## config.mk

```make
export PLATFORM = sky130hd
export DESIGN_NAME = wb_stage
export DESIGN_NICKNAME = d
export VERILOG_FILES = /design/src/rtl/wb_stage.sv
export SDC_FILE = /design/constraint.sdc
export NUM_CORES = 1
export LEC_CHECK = 0
export ABC_AREA = 1
export CORE_ASPECT_RATIO = 1.4
export CORE_MARGIN = 2
export CORE_UTILIZATION = 45
export CTS_BUF_LIST = sky130_fd_sc_hd__clkbuf_16
export CTS_CLUSTER_DIAMETER = 100
export DETAILED_ROUTE_END_ITERATION = 8
export HOLD_SLACK_MARGIN = 0.02
export PLACE_DENSITY = 0.82
export SLEW_MARGIN = 20
export SYNTH_ARGS = -nofsm -noshare
export SYNTH_HDL_FRONTEND = slang
export SYNTH_SLANG_ARGS = --single-unit
```

## constraint.sdc

```tcl
create_clock -name clk -period 12.7 [get_ports clk]
set_input_delay 1.905 -clock clk [delete_from_list [all_inputs] [get_ports clk]]
set_output_delay 1.905 -clock clk [all_outputs]
set_load 0.01 [all_outputs]
```

## src/rtl/wb_stage.sv

```systemverilog
`default_nettype none
// ============================================================================
// Module   : wb_stage
// Brief    : MIPS write-back stage. Aligns load data, writes the regfile once
//            per instruction, drives the ID bypass, debug trace and instret.
// Revision : 1.0  initial release
// ============================================================================
module wb_stage #(
    parameter int          BUS_W    = 76,
    parameter logic [31:0] RESET_PC = 32'h0000_0000
) (
    input  logic             clk,
    input  logic             rst,
    input  logic             stall,
    input  logic             flush,
    input  logic [BUS_W-1:0] mem_to_wb_bus,
    input  logic [31:0]      data_sram_rdata,
    output logic             rf_we,
    output logic [4:0]       rf_waddr,
    output logic [31:0]      rf_wdata,
    output logic [37:0]      wb_to_id_bus,
    output logic [31:0]      debug_wb_pc,
    output logic [3:0]       debug_wb_rf_wen,
    output logic [4:0]       debug_wb_rf_wnum,
    output logic [31:0]      debug_wb_rf_wdata,
    output logic [31:0]      instret
);

    localparam logic [2:0] c_LD_NONE = 3'b000;
    localparam logic [2:0] c_LD_LB   = 3'b001;
    localparam logic [2:0] c_LD_LBU  = 3'b010;
    localparam logic [2:0] c_LD_LH   = 3'b011;
    localparam logic [2:0] c_LD_LHU  = 3'b100;
    localparam logic [2:0] c_LD_LW   = 3'b101;

    logic        r_valid;
    logic        r_done;
    logic [31:0] r_pc;
    logic [2:0]  r_ld_op;
    logic [1:0]  r_byte_off;
    logic        r_rf_we;
    logic [4:0]  r_rf_waddr;
    logic [31:0] r_result;
    logic [31:0] r_rdata;
    logic [31:0] r_instret;

    logic        w_retire;
    logic [7:0]  w_byte;
    logic [15:0] w_half;
    logic [31:0] w_wdata;

    // One retirement per instruction: done suppresses recounting while held.
    assign w_retire = r_valid & ~r_done;

    always_ff @(posedge clk or posedge rst) begin
        if (rst) begin
            r_valid    <= 1'b0;
            r_done     <= 1'b0;
            r_pc       <= RESET_PC;
            r_ld_op    <= 3'b000;
            r_byte_off <= 2'b00;
            r_rf_we    <= 1'b0;
            r_rf_waddr <= 5'd0;
            r_result   <= 32'd0;
            r_rdata    <= 32'd0;
        end else if (flush) begin
            r_valid <= 1'b0;
            r_done  <= 1'b0;
            r_pc    <= RESET_PC;
        end else if (stall) begin
            if (w_retire) begin
                r_done <= 1'b1;
            end
        end else begin
            r_valid    <= mem_to_wb_bus[75];
            r_pc       <= mem_to_wb_bus[74:43];
            r_ld_op    <= mem_to_wb_bus[42:40];
            r_byte_off <= mem_to_wb_bus[39:38];
            r_rf_we    <= mem_to_wb_bus[37];
            r_rf_waddr <= mem_to_wb_bus[36:32];
            r_result   <= mem_to_wb_bus[31:0];
            r_rdata    <= data_sram_rdata;
            r_done     <= 1'b0;
        end
    end

    // Counted independently of flush/stall so a flushed retirement is not lost.
    always_ff @(posedge clk or posedge rst) begin
        if (rst) begin
            r_instret <= 32'd0;
        end else if (w_retire) begin
            r_instret <= r_instret + 32'd1;
        end
    end

    always_comb begin
        w_byte = r_rdata[7:0];
        case (r_byte_off)
            2'd0:    w_byte = r_rdata[7:0];
            2'd1:    w_byte = r_rdata[15:8];
            2'd2:    w_byte = r_rdata[23:16];
            default: w_byte = r_rdata[31:24];
        endcase
        w_half = r_byte_off[1] ? r_rdata[31:16] : r_rdata[15:0];
    end

    always_comb begin
        w_wdata = r_result;
        case (r_ld_op)
            c_LD_NONE: w_wdata = r_result;
            c_LD_LB:   w_wdata = {{24{w_byte[7]}}, w_byte};
            c_LD_LBU:  w_wdata = {24'd0, w_byte};
            c_LD_LH:   w_wdata = {{16{w_half[15]}}, w_half};
            c_LD_LHU:  w_wdata = {16'd0, w_half};
            c_LD_LW:   w_wdata = r_rdata;
            default:   w_wdata = r_result;
        endcase
    end

    assign rf_we             = r_valid & r_rf_we & ~r_done;
    assign rf_waddr          = r_rf_waddr;
    assign rf_wdata          = w_wdata;
    assign wb_to_id_bus      = {r_valid & r_rf_we, r_rf_waddr, w_wdata};
    assign debug_wb_pc       = r_pc;
    assign debug_wb_rf_wen   = {4{rf_we}};
    assign debug_wb_rf_wnum  = r_rf_waddr;
    assign debug_wb_rf_wdata = w_wdata;
    assign instret           = r_instret;

endmodule
`default_nettype wire

```

# Word level (Yosys, flattened, before mapping)
# Cells that the tools add are included.
# classes
addsub	1
eq_ne	9
muxes	10
bitwise	6
reduce_logical	2
# op_table
op	n
$pmux W32 S5	1
$mux W32	2
$add A32 B1 Y32 const B	1
$pmux W8 S3	1
$mux W16	1
$eq A3 B2 Y1 const B	2
$eq A3 B3 Y1 const B	2
$mux W1	5
$and A1 B1 Y1	3
$eq A3 B1 Y1 const B	1
$ne A3 B1 Y1 const B	1
$not A1 Y1	3
$eq A2 B1 Y1 const B	1
$eq A2 B2 Y1 const B	1
$logic_not A2 Y1	1
$ne A2 B1 Y1 const B	1
$reduce_and A2 Y1	1
# word_totals
reg_bits	141
in_bits	112
out_inout_bits	181
word_cells	38

# Depth between registers and ports, before layout
# depth
ltp_word	5
ltp_mapped	10
depth_no_buf	10

# Worst setup path before layout
# No wires, ideal clock.
# synth_path
path_type	reg2out
startpoint	register r_ld_op[1]
endpoint	output rf_wdata[17]
arrival_time_ns	1.435
required_ns	10.795
slack_ns	9.360
path_stages_with_launch	7
path_buffers	3
path_cell_list	dfrtp_1 > inv_2 > nand3_1 > buf_2 > buf_2 > o2111ai_1 > buf_4
# synth_between
elab_chain_len	2
word_cells_on_any_way	6
classes_between	eq/ne (5); mux (1)
# synth_lines
element	line_no	text
start: declaration	39	logic [2:0] r_ld_op;
start signal: assignment	77	r_ld_op <= mem_to_wb_bus[42:40];
$eq A3 B3 Y1 (tied with other cells)	109	case (r_ld_op)
$pmux W32 S5 (*)	109	
end: declaration	20	output logic [31:0] rf_wdata,
# Mark *: on every way between the ends. The rest lies on a longest branch, timed or not.

# Final worst setup path
# layout_path
startpoint	register r_byte_off[1]
endpoint	output debug_wb_rf_wdata[28]
# layout_between
elab_chain_len	3
word_cells_on_any_way	6
classes_between	eq/ne (2); mux (3); reduce/logical (1)
# layout_lines
element	line_no	text
start: declaration	40	logic [1:0] r_byte_off;
start signal: assignment	78	r_byte_off <= mem_to_wb_bus[39:38];
$eq A2 B2 Y1 (tied with other cells)	98	case (r_byte_off)
$pmux W8 S3	98	
$pmux W32 S5 (*)	109	
end: declaration	25	output logic [31:0] debug_wb_rf_wdata,
# Marked as above.

==> results.tsv <==
metric	value	unit
top cell type's share of synthesized area	46.9	%
1st-iter DRT viols	638	
Max Cap Viol	0	
grt ovf	0	
synthesized area per cell	7.81	µm²
failing checks	design-rule violations	
number of global-route vias before repair	6913	
r2r setup slk	11.08	ns
CP cell instances	buf_4 -> nand2_1 -> o21ai_2 -> nand4_1 -> o2111ai_1 -> clkdlybuf4s50_1	
Lkg Pwr	0.00495	µW
worst r2r path cells	6	
Top-Level Pins	293	
drt first pass iters	8	
post-synthesis instance area	7520	µm²
HP Class	reg2reg	
number of synthesized flops with an enable pin	0	
routed vias/inst	5.19	
Num CTS Buffers	17	
Worst setup SP type	flop	
GRT Total Usage	25.3	%
worst path required time	10.80	ns
cts repair resizes	0	
final std cells w/o fill	1372	
critical path class	reg2out	
core footprint	16200	µm²
Setup Fix Bufs, Post-CTS	0	
highest achievable clock rate	199	MHz
crit path DAT	3.12	ns
Post-synth ARST share	100	%
count leader, synth	nand2_1	
Slowest cell on crit path	nand4_1	
setup TNS	0	ns
drt wl/cell	16.3	µm
crit path capture type	output pin	
Synth cell types	31	
final WL	22400	µm
Slew Viols, Final	0	
DP Cell Count	1340	
skew final	0.00787	ns
CTS tree	done	
Vias	7125	
top cells by count, synth	nand2_1 (363), dfrtp_1 (141), buf_4 (80)	
design area	10500	µm²
Yosys warning total	0	
Final min period	5.02	ns
sequential area share after synthesis	46.9	%
DP HPWL	16100	µm
dominant cell type by area after synthesis	dfrtp_1	
Starting Density	46.3	%
Hold Path End	r_result[21]	
die area	17800	µm²
Clock transition at path regs	0.06	ns
Detail Route Antenna Nets	0	
Die W	113	µm
CTS root buffer	clkbuf_16	
Synth area leaders	dfrtp_1 (47%), nand2_1 (18%), buf_4 (8.0%)	
final period utilization	39.6	%
slowest stage delay, CP	0.64	ns
global-route wire length before repair	35400	µm
Hold-fix buffers, CTS	0	
NumNets Final	1273	
Die Span Y	157	µm
CTS Buffer Depth	2	
R2R Path Start	instret[0]	
Fin. Hold Viols	0	
Slew HR	37.1	%
layout cell share with drive strength beyond 1	4.94	%
Syn-to-layout area delta	39.9	%
Syn Inst Count	962	
RSZ-0062 raised after global routing	no	
DRC violations left	24	
Power Total	1500	µW
main flop type after synthesis	dfrtp_1	
FP Rows	55	
worst slew pin tran	0.942	ns
hold_sp	r_result[21]	
Post-Syn Nets	1075	
initial antenna violation count	0	
VDD IR max	0.0000637	V
placed standard-cell area	9930	µm²
largest net degree at the start of global routing	94	
status	finished with violations	
Setup-failing EPs final	0	
Clock Sinks	141	
H-tree depth	4	
insertion delay to the later sink of the worst-skew pair	0.42	ns
input/output buffers	292	
Yosys reg bits	141	
worst hold path depth	2	
power per cell area	143	nW/µm²
diode count	0	
CP max FO	35	
gpl congestion	0.881	
RR Endpoint	instret[26]	
layout make-up:
| class | instances | area, µm² |
|---|---|---|
| Fill cell | 1382 | 5720 |
| Timing Repair Buffer | 298 | 2970 |
| Sequential cell | 141 | 3530 |
| Tap cell | 199 | 249 |
| Multi-Input combinational cell | 631 | 2920 |
| Inverter | 71 | 272 |
| Clock buffer | 17 | 425 |
| Clock inverter | 15 | 156 |
metal layers:
metal | track usage [%] | part of all wire (%) | up-vias
li1 | - | - | 3372
met1 | 28.8 | 37 | 3329
met3 | 7.16 | 9.0 | 49
met2 | 44.1 | 51 | 375
met5 | 0 | 0 | -
met4 | 11.4 | 3.6 | 0
through the flow:
step / hold WS, ns / utilization (%) / setup WS (ns)
final: 0.469 / 64.8 / 7.68
after global routing: 0.495 / 64.8 / 7.51
after CTS: 0.473 / 64.8 / 7.69
after detailed placement: 0.459 / 61.2 / 7.91
after global placement: 0.454 / 61.2 / 7.98
after floorplan: 0.442 / - / 7.01
power breakdown:
part / leakage, µW / total [µW] / switching (µW) / internal (µW)
Sequential: 0.00182 / 528 / 35.9 / 492
Combinational: 0.00284 / 478 / 233 / 246
Clock: 0.000293 / 498 / 193 / 305
Total: 0.00495 / 1500 / 462 / 1040
state kept, by name, summed over array words and instances (netlist names):
name,count
r_rdata,32
instret,32
r_valid,1
r_ld_op,3
r_byte_off,2
debug_wb_pc,32
r_done,1
r_rf_we,1
r_result,32
debug_wb_rf_wnum,5
cells by family after synthesis:
family / synth area share, %
AND/OR/NAND/NOR: 28.2
buffers and inverters: 14.3
flip-flops: 46.9
AO/OA/AOI/OAI: 7.81
XOR/XNOR: 2.56
adder cells (fa/ha/maj): 0.166
critical path, delay by kind of cell, from the launching register on:
kind | cells | cell delay [ns]
buffers and inverters | 2 | 0.96
AO/OA/AOI/OAI | 2 | 0.65
AND/OR/NAND/NOR | 2 | 0.75
flip-flops | 1 | 0.32
placed cells by master, fill, tap and decap left out, drive strengths merged, types with 2 or more instances in the layout:
cell type | Yosys | final
a21oi | 12 | 12
a22oi | 9 | 9
buf | 113 | 6
bufinv | 0 | 3
clkbuf | 6 | 17
clkdlybuf4s50 | 0 | 292
clkinv | 0 | 7
dfrtp | 141 | 141
inv | 71 | 75
nand2 | 369 | 369
nand3 | 64 | 64
nand4 | 14 | 14
nor2 | 59 | 59
nor3 | 4 | 4
o2111ai | 18 | 18
o211ai | 2 | 2
o21ai | 55 | 55
xnor2 | 10 | 10
xor2 | 12 | 12
worst max-delay path by stage:
stage | to | cells past startpoint | start
detailed placement | r_result[1] | 8 | stall
global placement | r_result[23] | 8 | stall
global route | rf_wdata[20] | 6 | r_byte_off[1]
finish | debug_wb_rf_wdata[28] | 6 | r_byte_off[1]
CTS | debug_wb_rf_wdata[19] | 6 | r_byte_off[1]
floorplan | debug_wb_pc[0] | 1 | rst
Note: power is estimated with default switching activity, not from simulation.
